===== src/rtl/uart_pkg.sv =====
// Shared types and helpers for the FIFO-buffered UART transceiver.
package uart_pkg;

    typedef enum logic [1:0] {
        NONE = 2'd0,
        ODD  = 2'd1,
        EVEN = 2'd2
    } parity_t;

    typedef enum logic [2:0] {
        TX_IDLE,
        TX_START,
        TX_DATA,
        TX_PARITY,
        TX_STOP
    } tx_state_t;

    typedef enum logic [2:0] {
        RX_IDLE,
        RX_START,
        RX_DATA,
        RX_PARITY,
        RX_STOP,
        RX_HOLD
    } rx_state_t;

    // Bit period in clock cycles, rounded to nearest.
    function automatic int div_calc(input int clk_hz, input int baud);
        return (clk_hz + baud / 2) / baud;
    endfunction

    // Parity bit for a data word; unused upper bits must be zero.
    function automatic logic calc_parity(input logic [7:0] data, input parity_t mode);
        return (mode == ODD) ? ~(^data) : (^data);
    endfunction

endpackage


===== src/rtl/uart_fifo_xcvr_sync_fifo.sv =====
// Synchronous FIFO with occupancy output. Read data comes from storage
// registers, so a word written on one edge is visible only after that edge.
module sync_fifo #(
    parameter int WIDTH = 8,
    parameter int DEPTH = 16
) (
    input  logic                   clk,
    input  logic                   rst_n,
    input  logic                   wr_en,
    input  logic [WIDTH-1:0]       wr_data,
    input  logic                   rd_en,
    output logic [WIDTH-1:0]       rd_data,
    output logic                   empty,
    output logic                   full,
    output logic [$clog2(DEPTH):0] level
);

    localparam int AW = $clog2(DEPTH);
    localparam int LW = AW + 1;

    logic [WIDTH-1:0] mem_q [DEPTH];
    logic [AW-1:0]    wr_ptr_q, wr_ptr_d;
    logic [AW-1:0]    rd_ptr_q, rd_ptr_d;
    logic [LW-1:0]    count_q, count_d;
    logic             do_wr, do_rd;

    assign empty   = (count_q == '0);
    assign full    = (count_q == LW'(DEPTH));
    assign level   = count_q;
    assign rd_data = empty ? '0 : mem_q[rd_ptr_q];

    // Pointer/occupancy next state; a write to a full FIFO lands only if a read frees a slot.
    always_comb begin
        do_wr    = wr_en && (!full || rd_en);
        do_rd    = rd_en && !empty;
        wr_ptr_d = wr_ptr_q + AW'(do_wr);
        rd_ptr_d = rd_ptr_q + AW'(do_rd);
        count_d  = count_q + LW'(do_wr) - LW'(do_rd);
    end

    // Control state registers.
    always_ff @(posedge clk) begin
        if (!rst_n) begin
            wr_ptr_q <= '0;
            rd_ptr_q <= '0;
            count_q  <= '0;
        end else begin
            wr_ptr_q <= wr_ptr_d;
            rd_ptr_q <= rd_ptr_d;
            count_q  <= count_d;
        end
    end

    // Storage array, written only on an accepted push.
    always_ff @(posedge clk) begin
        if (do_wr) begin
            mem_q[wr_ptr_q] <= wr_data;
        end
    end

endmodule


===== src/rtl/uart_fifo_xcvr.sv =====
// FIFO-buffered UART transceiver: AXI-Stream byte streams on the fabric side,
// serial rxd/txd on the pad side, single clock domain.
module uart_fifo_xcvr
    import uart_pkg::*;
#(
    parameter int CLK_HZ     = 100_000_000,
    parameter int BAUD       = 115_200,
    parameter int DATA_BITS  = 8,
    parameter int PARITY     = 0,
    parameter int STOP_BITS  = 1,
    parameter int FIFO_DEPTH = 16
) (
    input  logic                        axi_aclk,
    input  logic                        axi_aresetn,
    input  logic [DATA_BITS-1:0]        tx_tdata,
    input  logic                        tx_tvalid,
    output logic                        tx_tready,
    output logic [DATA_BITS-1:0]        rx_tdata,
    output logic [1:0]                  rx_tuser,
    output logic                        rx_tvalid,
    input  logic                        rx_tready,
    output logic                        rx_overrun,
    output logic [$clog2(FIFO_DEPTH):0] tx_level,
    output logic [$clog2(FIFO_DEPTH):0] rx_level,
    input  logic                        uart_rxd,
    output logic                        uart_txd
);

    localparam int      DIV      = div_calc(CLK_HZ, BAUD);
    localparam int      HALF     = DIV / 2;
    localparam int      CW       = $clog2(DIV);
    localparam int      FW       = DATA_BITS + 2;
    localparam parity_t PAR_MODE = parity_t'(2'(PARITY));
    localparam bit      HAS_PAR  = (PARITY != 0);

    // FIFO side signals
    logic [DATA_BITS-1:0] tx_fifo_dout;
    logic                 tx_empty, tx_full, tx_push, tx_pop;
    logic [FW-1:0]        rx_fifo_dout;
    logic                 rx_empty, rx_full, rx_pop;

    // TX state
    tx_state_t            tx_state_q, tx_state_d;
    logic [CW-1:0]        tx_cnt_q, tx_cnt_d;
    logic [3:0]           tx_bit_q, tx_bit_d;
    logic [DATA_BITS-1:0] tx_shift_q, tx_shift_d;
    logic                 tx_par_q, tx_par_d;
    logic                 txd_q, txd_d;
    logic                 tx_tick;

    // RX state
    rx_state_t            rx_state_q, rx_state_d;
    logic [CW-1:0]        rx_cnt_q, rx_cnt_d;
    logic [3:0]           rx_bit_q, rx_bit_d;
    logic [DATA_BITS-1:0] rx_shift_q, rx_shift_d;
    logic                 rx_perr_q, rx_perr_d;
    logic                 rx_push_q, rx_push_d;
    logic [FW-1:0]        rx_wdata_q, rx_wdata_d;
    logic                 rxd_meta_q, rxd_sync_q, rxd_prev_q;
    logic                 rx_tick, rx_fall;

    assign tx_tready  = !tx_full && axi_aresetn;
    assign tx_push    = tx_tvalid && tx_tready;
    assign rx_tvalid  = !rx_empty;
    assign rx_pop     = rx_tready && !rx_empty;
    assign rx_tdata   = rx_fifo_dout[DATA_BITS-1:0];
    assign rx_tuser   = rx_fifo_dout[FW-1:DATA_BITS];
    assign rx_overrun = rx_push_q && rx_full && !rx_pop;
    assign uart_txd   = txd_q;

    sync_fifo #(.WIDTH(DATA_BITS), .DEPTH(FIFO_DEPTH)) u_tx_fifo (
        .clk     (axi_aclk),
        .rst_n   (axi_aresetn),
        .wr_en   (tx_push),
        .wr_data (tx_tdata),
        .rd_en   (tx_pop),
        .rd_data (tx_fifo_dout),
        .empty   (tx_empty),
        .full    (tx_full),
        .level   (tx_level)
    );

    sync_fifo #(.WIDTH(FW), .DEPTH(FIFO_DEPTH)) u_rx_fifo (
        .clk     (axi_aclk),
        .rst_n   (axi_aresetn),
        .wr_en   (rx_push_q),
        .wr_data (rx_wdata_q),
        .rd_en   (rx_pop),
        .rd_data (rx_fifo_dout),
        .empty   (rx_empty),
        .full    (rx_full),
        .level   (rx_level)
    );

    // TX next state: pop on leaving IDLE or at the end of STOP so frames run back-to-back.
    always_comb begin
        tx_state_d = tx_state_q;
        tx_cnt_d   = tx_cnt_q;
        tx_bit_d   = tx_bit_q;
        tx_shift_d = tx_shift_q;
        tx_par_d   = tx_par_q;
        tx_pop     = 1'b0;
        tx_tick    = (tx_cnt_q == CW'(DIV - 1));
        if (tx_state_q != TX_IDLE) begin
            tx_cnt_d = tx_tick ? '0 : tx_cnt_q + CW'(1);
        end
        case (tx_state_q)
            TX_IDLE: begin
                tx_cnt_d = '0;
                if (!tx_empty) begin
                    tx_pop     = 1'b1;
                    tx_shift_d = tx_fifo_dout;
                    tx_par_d   = calc_parity(8'(tx_fifo_dout), PAR_MODE);
                    tx_state_d = TX_START;
                end
            end
            TX_START: begin
                if (tx_tick) begin
                    tx_bit_d   = '0;
                    tx_state_d = TX_DATA;
                end
            end
            TX_DATA: begin
                if (tx_tick) begin
                    tx_shift_d = tx_shift_q >> 1;
                    if (tx_bit_q == 4'(DATA_BITS - 1)) begin
                        tx_bit_d   = '0;
                        tx_state_d = HAS_PAR ? TX_PARITY : TX_STOP;
                    end else begin
                        tx_bit_d = tx_bit_q + 4'd1;
                    end
                end
            end
            TX_PARITY: begin
                if (tx_tick) begin
                    tx_bit_d   = '0;
                    tx_state_d = TX_STOP;
                end
            end
            TX_STOP: begin
                if (tx_tick) begin
                    if (tx_bit_q == 4'(STOP_BITS - 1)) begin
                        tx_bit_d = '0;
                        if (!tx_empty) begin
                            tx_pop     = 1'b1;
                            tx_shift_d = tx_fifo_dout;
                            tx_par_d   = calc_parity(8'(tx_fifo_dout), PAR_MODE);
                            tx_state_d = TX_START;
                        end else begin
                            tx_state_d = TX_IDLE;
                        end
                    end else begin
                        tx_bit_d = tx_bit_q + 4'd1;
                    end
                end
            end
            default: tx_state_d = TX_IDLE;
        endcase
    end

    // Line level registered from the current state, giving a glitch-free txd one cycle behind the FSM.
    always_comb begin
        txd_d = 1'b1;
        case (tx_state_q)
            TX_START:  txd_d = 1'b0;
            TX_DATA:   txd_d = tx_shift_q[0];
            TX_PARITY: txd_d = tx_par_q;
            default:   txd_d = 1'b1;
        endcase
    end

    // TX control registers.
    always_ff @(posedge axi_aclk) begin
        if (!axi_aresetn) begin
            tx_state_q <= TX_IDLE;
            tx_cnt_q   <= '0;
            tx_bit_q   <= '0;
            txd_q      <= 1'b1;
        end else begin
            tx_state_q <= tx_state_d;
            tx_cnt_q   <= tx_cnt_d;
            tx_bit_q   <= tx_bit_d;
            txd_q      <= txd_d;
        end
    end

    // TX datapath registers.
    always_ff @(posedge axi_aclk) begin
        tx_shift_q <= tx_shift_d;
        tx_par_q   <= tx_par_d;
    end

    // RX next state: half-bit wait into START, then one sample per bit period at mid-bit.
    always_comb begin
        rx_state_d = rx_state_q;
        rx_cnt_d   = rx_cnt_q;
        rx_bit_d   = rx_bit_q;
        rx_shift_d = rx_shift_q;
        rx_perr_d  = rx_perr_q;
        rx_push_d  = 1'b0;
        rx_wdata_d = rx_wdata_q;
        rx_fall    = rxd_prev_q && !rxd_sync_q;
        rx_tick    = (rx_cnt_q == CW'(DIV - 1));
        case (rx_state_q)
            RX_IDLE: begin
                rx_cnt_d = '0;
                if (rx_fall) begin
                    rx_state_d = RX_START;
                end
            end
            RX_START: begin
                if (rx_cnt_q == CW'(HALF - 1)) begin
                    rx_cnt_d   = '0;
                    rx_bit_d   = '0;
                    rx_perr_d  = 1'b0;
                    rx_state_d = rxd_sync_q ? RX_IDLE : RX_DATA;
                end else begin
                    rx_cnt_d = rx_cnt_q + CW'(1);
                end
            end
            RX_DATA: begin
                rx_cnt_d = rx_tick ? '0 : rx_cnt_q + CW'(1);
                if (rx_tick) begin
                    rx_shift_d = {rxd_sync_q, rx_shift_q[DATA_BITS-1:1]};
                    if (rx_bit_q == 4'(DATA_BITS - 1)) begin
                        rx_state_d = HAS_PAR ? RX_PARITY : RX_STOP;
                    end else begin
                        rx_bit_d = rx_bit_q + 4'd1;
                    end
                end
            end
            RX_PARITY: begin
                rx_cnt_d = rx_tick ? '0 : rx_cnt_q + CW'(1);
                if (rx_tick) begin
                    rx_perr_d  = rxd_sync_q ^ calc_parity(8'(rx_shift_q), PAR_MODE);
                    rx_state_d = RX_STOP;
                end
            end
            RX_STOP: begin
                rx_cnt_d = rx_tick ? '0 : rx_cnt_q + CW'(1);
                if (rx_tick) begin
                    rx_push_d = 1'b1;
                    if (!rxd_sync_q && (rx_shift_q == '0)) begin
                        // Break: report once as a framing error, then wait for the line to recover.
                        rx_wdata_d = {1'b1, 1'b0, {DATA_BITS{1'b0}}};
                        rx_state_d = RX_HOLD;
                    end else begin
                        rx_wdata_d = {!rxd_sync_q, rx_perr_q, rx_shift_q};
                        rx_state_d = RX_IDLE;
                    end
                end
            end
            RX_HOLD: begin
                rx_cnt_d = '0;
                if (rxd_sync_q) begin
                    rx_state_d = RX_IDLE;
                end
            end
            default: rx_state_d = RX_IDLE;
        endcase
    end

    // RX control registers and input synchroniser (idles high like the line).
    always_ff @(posedge axi_aclk) begin
        if (!axi_aresetn) begin
            rx_state_q <= RX_IDLE;
            rx_cnt_q   <= '0;
            rx_bit_q   <= '0;
            rx_push_q  <= 1'b0;
            rxd_meta_q <= 1'b1;
            rxd_sync_q <= 1'b1;
            rxd_prev_q <= 1'b1;
        end else begin
            rx_state_q <= rx_state_d;
            rx_cnt_q   <= rx_cnt_d;
            rx_bit_q   <= rx_bit_d;
            rx_push_q  <= rx_push_d;
            rxd_meta_q <= uart_rxd;
            rxd_sync_q <= rxd_meta_q;
            rxd_prev_q <= rxd_sync_q;
        end
    end

    // RX datapath registers.
    always_ff @(posedge axi_aclk) begin
        rx_shift_q <= rx_shift_d;
        rx_perr_q  <= rx_perr_d;
        rx_wdata_q <= rx_wdata_d;
    end

endmodule

===== config.mk =====
export PLATFORM = sky130hd
export DESIGN_NAME = uart_fifo_xcvr
export DESIGN_NICKNAME = d
export VERILOG_FILES = /design/src/rtl/uart_pkg.sv /design/src/rtl/uart_fifo_xcvr_sync_fifo.sv /design/src/rtl/uart_fifo_xcvr.sv
export SDC_FILE = /design/constraint.sdc
export NUM_CORES = 1
export LEC_CHECK = 0
export ABC_CLOCK_PERIOD_IN_PS = 2900
export BUFFER_PORTS_ARGS = -buffer_cell sky130_fd_sc_hd__buf_2
export CAP_MARGIN = 40
export CORE_ASPECT_RATIO = 0.8
export CORE_MARGIN = 1.5
export CORE_UTILIZATION = 60
export DETAILED_ROUTE_END_ITERATION = 12
export HOLD_SLACK_MARGIN = 0.1
export PLACE_DENSITY = 0.77
export SLEW_MARGIN = 40
export SYNTH_ARGS = -nofsm -noshare
export SYNTH_HDL_FRONTEND = slang
export SYNTH_SLANG_ARGS = --single-unit

===== constraint.sdc =====
create_clock -name axi_aclk -period 2.9 [get_ports axi_aclk]
set_input_delay 0.29 -clock axi_aclk [delete_from_list [all_inputs] [get_ports axi_aclk]]
set_output_delay 0.29 -clock axi_aclk [all_outputs]
set_load 0.005 [all_outputs]

Word level (Yosys, flattened, before mapping)
Memories as Yosys holds them, arrays and structs flattened. A register that Yosys moved wholly into a read port is not among the register bits. Cells that the tools add are included.

Bits of input ports: 13. Output and inout port bits: 24. Memories: 2. Memory bits (writable): 288. Register bits: 93. Logic and storage cells: 177.

Equality and inequality tests: 32. Add/sub/neg operators: 12. Mux-type cells: 59. Bitwise gates (word level): 2. Reductions and logical operators: 48.

Memory list: u_rx_fifo.mem_q (depth 16, width 10, rd ports 1, clocked after memory_dff 1, write ports 1, line uart_fifo_xcvr_sync_fifo.sv:21) `logic [WIDTH-1:0] mem_q [DEPTH];`; u_tx_fifo.mem_q (depth 16, width 8, rd ports 1, clocked after memory_dff 1, write ports 1, line uart_fifo_xcvr_sync_fifo.sv:21).

Operators by type and width (count): $mux W3 (15); $mux W10 (4); $mux W4 (10); $mux W8 (5); $ne A2 B2 Y1 const B (15); $pmux W10 S3 (1); $pmux W8 S3 (1); $add A10 B1 Y10 const B (2); $eq A10 B10 Y1 const B (2); $pmux W3 S6 (1); $add A4 B1 Y4 (4); $reduce_xor A8 Y1 (2); $pmux W3 S5 (1); $mux W1 (14); $reduce_and A7 Y1 (2); $eq A3 B2 Y1 const B (4); $pmux W4 S3 (1); $reduce_and A4 Y1 (3); $reduce_bool A3 Y1 (4); $logic_and A1 B1 Y1 (11); $add A5 B1 Y5 (2); $eq A10 B9 Y1 const B (1); $eq A5 B5 Y1 const B (2); $logic_not A5 Y1 (2); 22 further kinds (44).

Logic depth before layout (Yosys ltp)
Depth after elaboration: 9. Depth in mapped cells: 15. Gate-level depth less buffers: 15.

Cells and area by module
A second synthesis with hierarchy kept.

Cell total of the unflattened synthesis: 974. Area, all modules: 15947.8 um^2.

Modules (own cells, without submodules): sync_fifo at u_rx_fifo (instances 1, sequential area each 5064.9 um^2, area each 6899.1 um^2, cells each 340); sync_fifo at u_tx_fifo (instances 1, sequential area each 4103.9 um^2, area each 5677.9 um^2, cells each 291); uart_fifo_xcvr (instances 1, sequential area each 1621.6 um^2, area each 3370.7 um^2, cells each 343).

Least setup slack after synthesis
No wires, ideal clock.

Path kind: register to register. From: register u_rx_fifo.count_q[3], in the netlist u_rx_fifo.level[3]. To: register u_rx_fifo.count_q[4], in the netlist u_rx_fifo.level[4]. Clock period less this slack: 2706 ps. Buffers on the path: 1. Data arrival time: 2636 ps. Path slack: 194 ps. Required time: 2830 ps. Library setup time: 70 ps. Stages on the path, launching flop included: 15. Path through: dfxtp_1 > inv_1 > ha_1 > nand2_1 > nor2_1 > clkbuf_1 > nor2b_1 > ha_1 > inv_1 > ha_1 > fa_1 > a21oi_1 > nor2_1 > or3_1 > a21oi_1.

Word-level cells in the longest chain between the ends: 7. Elaborated cells between the ends (all ways): 10. Those cells by class: 2 x add/sub; 1 x eq/ne; 7 x reduce/logical.

Ends and longest elaborated chain: from (decl) (line uart_fifo_xcvr_sync_fifo.sv:24) `logic [LW-1:0] count_q, count_d;`; from (signal assigned) (line uart_fifo_xcvr_sync_fifo.sv:50) `count_q <= count_d;`; $logic_not A5 Y1 (line uart_fifo_xcvr_sync_fifo.sv:27) `assign empty = (count_q == '0);`; $logic_not A1 Y1 (line uart_fifo_xcvr_sync_fifo.sv:35, uart_fifo_xcvr.sv:65); $logic_and A1 B1 Y1 (line uart_fifo_xcvr.sv:65) `assign rx_pop = rx_tready && !rx_empty;`; $logic_or A1 B1 Y1 (line uart_fifo_xcvr_sync_fifo.sv:34) `do_wr = wr_en && (!full || rd_en);`; $logic_and A1 B1 Y1 (line uart_fifo_xcvr_sync_fifo.sv:34); $add A5 B1 Y5 (line uart_fifo_xcvr_sync_fifo.sv:38) `count_d = count_q + LW'(do_wr) - LW'(do_rd);`; $sub A5 B1 Y5 * (line uart_fifo_xcvr_sync_fifo.sv:38).

Every way passes the cells marked *; elsewhere a longest branch is shown, timed or not. A chain may end at the register's enable or synchronous reset.

==> metrics.md <==
| Metric | Value |
|---|---|
| Maximum clock frequency | `355.2 MHz` |
| Max FO, Critical Path | `16` |
| FP Rows | `52` |
| Hold Fails Final Rpt | `0` |
| Sequential area share after synthesis | `69.06%` |
| Final Wtd Congestion | `0.7997` |
| Placed cells | `1365` |
| Area Growth Syn to Fin | `13.99%` |
| Vias in the first global route | `8407` |
| Layout Cells excl Fill | `1437` |
| IO Port Bufs | `36` |
| Peak VDD IR | `574.8 µV` |
| Crit path kind | `reg -> out` |
| Num CTS Buffers | `37` |
| Die area | `27020 µm²` |
| Die Height | `147.3 µm` |
| First-pass DRT Iterations | `5` |
| Commonest register cell after synthesis | `edfxtp_1` |
| CTS max path bufs | `3` |
| H-tree depth | `2` |
| Clock transition at path regs | `0.07 ns` |
| Vias | `8698` |
| Post-DP Area | `16550 µm²` |
| Vias per cell | `6.053` |
| Setup Viol. Count Final | `0` |
| Synth cell types | `57` |
| Avg Inst Size Synth | `16.22 µm²` |
| Pwr Total | `14.30 mW` |
| Nature of the critical path endpoint | `output port` |
| # clock sinks | `381` |
| Diode count | `0` |
| WL per Instance | `22.17 µm` |
| Min Tclk post-route | `2.815 ns` |
| Post-Syn Area | `15620 µm²` |
| Final WL | `31860 µm` |
| Unrepaired setup endpoints after global routing | `false` |
| Initial antenna violation count | `0` |
| WP data arrival | `2.52 ns` |
| Max_cap viols | `0` |
| Worst-skew pair later-pin latency | `0.53 ns` |
| DRT iter0 DRCs | `811` |
| Warning count from the yosys run | `0` |
| Status | `complete, no violations` |
| Overflow after GRT | `0` |
| Cell area after layout | `17810 µm²` |
| HP Class | `in -> reg` |
| Synth Register Bits | `381` |
| Startpoint types | `register` |
| Core area | `25440 µm²` |
| GRT Util Overall | `24.62%` |
| Layout net count | `1102` |
| Period utilization | `97.07%` |
| Syn_nets | `1008` |
| Share of cells above drive strength 1 | `22.84%` |
| PwrDens | `803.2 nW/µm²` |
| Synth Instances | `963` |
| DR DRC count | `0` |
| Fill count | `1558` |
| Initial Utilization | `61.42%` |
| Worst slew margin | `48.40%` |
| Global-route wire length before repair | `49310 µm` |
| Setup Skew | `0.02462 ns` |
| FFs w/ async S/R, synth | `0%` |
| CTS tree | `yes` |
| Post-synth EDFFs | `316` |
| Setup TNS | `0 ns` |
| Pins Over Slew Limit | `0` |
| Die width | `183.4 µm` |
| Largest net degree at the start of global routing | `41` |
| I/O pin cnt | `37` |
| P_leak | `6.087 nW` |
| Crit path required time | `2.61 ns` |
| DP HPWL | `19740 µm` |
| Actual slew at the worst max-slew pin | `0.7711 ns` |
| DRT antenna net count | `0` |
| Root buf cell | `clkbuf_16` |
[power breakdown]
part	switching, mW	internal, mW	total [mW]
clock network	2.01	2.74	4.75
registers	0.203	6.14	6.34
logic	1.61	1.60	3.21
[cell families (layout without fill, tap and decap cells)]
family / Yosys count / count (layout) / synth area share, %
multiplexers: 95 / 95 / 12.28
buffers and inverters: 83 / 206 / 2.250
flip-flops: 381 / 381 / 69.06
XOR/XNOR: 39 / 39 / 2.322
adder cells (fa/ha/maj): 32 / 32 / 2.659
AO/OA/AOI/OAI: 78 / 78 / 3.267
AND/OR/NAND/NOR: 255 / 255 / 8.153
[critical path, cell delays in order, from the launching register on]
cell	delay [ns]
dfxtp_4	0.46
buf_12	0.22
mux4_2	0.54
mux4_2	0.49
nor2b_1	0.15
buf_2	0.14
[final timing paths]
| kind | startpoint | endpoint | cells after the start | slack (ns) |
|---|---|---|---|---|
| max | u_rx_fifo.rd_ptr_q[0]$_SDFF_PN0_ | rx_tdata[3] | 5 | 0.09 |
| min | tx_tdata[6] | u_tx_fifo.mem_q[5][6]$_DFFE_PP_ | 1 | 0.15 |
| max reg2reg | u_tx_fifo.rd_ptr_q[0]$_SDFF_PN0_ | tx_par_q$_DFFE_PP_ | 7 | 0.23 |
| min reg2reg | rxd_meta_q$_SDFF_PN1_ | rxd_sync_q$_SDFF_PN1_ | 1 | 0.41 |
[layout by cell type, fill, tap and decap left out, types with 5 or more instances in the layout]
cell,n
inv_1,38
clkinv_2,8
mux2i_1,17
buf_12,5
nand4_1,6
and3_1,5
a211oi_1,6
buf_4,55
xor2_1,19
clkbuf_16,39
or3_1,8
xnor2_1,18
o21ai_0,7
a21oi_1,25
o21ai_1,6
nand2b_1,10
nor3_1,12
nand3b_1,5
nor2b_1,19
ha_1,29
edfxtp_1,316
nand2_1,32
a22o_1,7
buf_2,36
nand3_1,21
dfxtp_1,59
dfxtp_2,5
mux4_2,76
a22oi_1,9
clkbuf_1,8
and2_1,23
nor2_1,99
clkinv_1,5
[synth_stat cells (7+ instances only)]
| cell | count | area, µm² |
|---|---|---|
| edfxtp_1 | 316 | 9489 |
| nor2_1 | 99 | 371.6 |
| mux4_2 | 76 | 1712 |
| dfxtp_1 | 65 | 1301 |
| inv_1 | 38 | 142.6 |
| nand2_1 | 32 | 120.1 |
| ha_1 | 30 | 375.4 |
| a21oi_1 | 26 | 130.1 |
| clkbuf_1 | 26 | 97.59 |
| and2_1 | 23 | 143.9 |
| nand3_1 | 21 | 105.1 |
| nor2b_1 | 20 | 125.1 |
| xor2_1 | 19 | 166.4 |
| xnor2_1 | 18 | 157.7 |
| mux2i_1 | 17 | 170.2 |
| nor3_1 | 12 | 60.06 |
| nand2b_1 | 10 | 62.56 |
| a22oi_1 | 9 | 67.56 |
| or3_1 | 8 | 50.05 |
| a22o_1 | 7 | 61.31 |
| o21ai_0 | 7 | 35.03 |
[cell type report]
type                       instances  area (µm²)  area share, %
sequential                       381       10800          60.64
multi-input combinational        499        4512          25.33
clock buffer                      47        1006          5.648
timing repair buffer              98       714.4          4.012
tap                              351       439.2          2.466
clock inverter                    21       187.7          1.054
inverter                          40       150.1         0.8431
[metal layers]
layer  vias up  GRT usage (%)  wire, µm
met1      4362          37.40     13940
met5         -              0         0
met4         0          7.295       745
li1       3878              -         -
met3        54          6.024      2804
met2       404          35.76     14370
[per-stage QoR]
step | worst slack, ns | util, % | hold WS, ns
floorplan | 0.1940 | - | 0.3863
global placement | 0.1509 | 65.06 | 0.3948
detailed placement | 0.06769 | 65.06 | 0.3964
CTS | 0.03816 | 69.80 | 0.1359
global route | 0.006294 | 70.01 | 0.1476
finish | 0.08501 | 70.01 | 0.1533
[state kept, by name (all words and copies together), names as in the netlist, 3 cells and up]
signal              cells
u_tx_fifo.wr_ptr_q      4
rx_state_q              3
tx_state_q              3
rx_wdata_q             10
u_rx_fifo.mem_q       160
tx_cnt_q               10
rx_shift_q              8
u_rx_fifo.wr_ptr_q      4
u_tx_fifo.rd_ptr_q      4
u_rx_fifo.level         5
u_tx_fifo.level         5
u_tx_fifo.mem_q       128
rx_bit_q                4
tx_bit_q                4
tx_shift_q              8
u_rx_fifo.rd_ptr_q      4
rx_cnt_q               10
[repair_timing]
action,CTS,global route
gates resized for setup,1,9
buffers inserted,0,3
hold buffers,1,0
pin swaps,0,2
setup endpoints to repair,6,4
hold endpoints to repair,1,0
(Power assumes the default switching activity.)
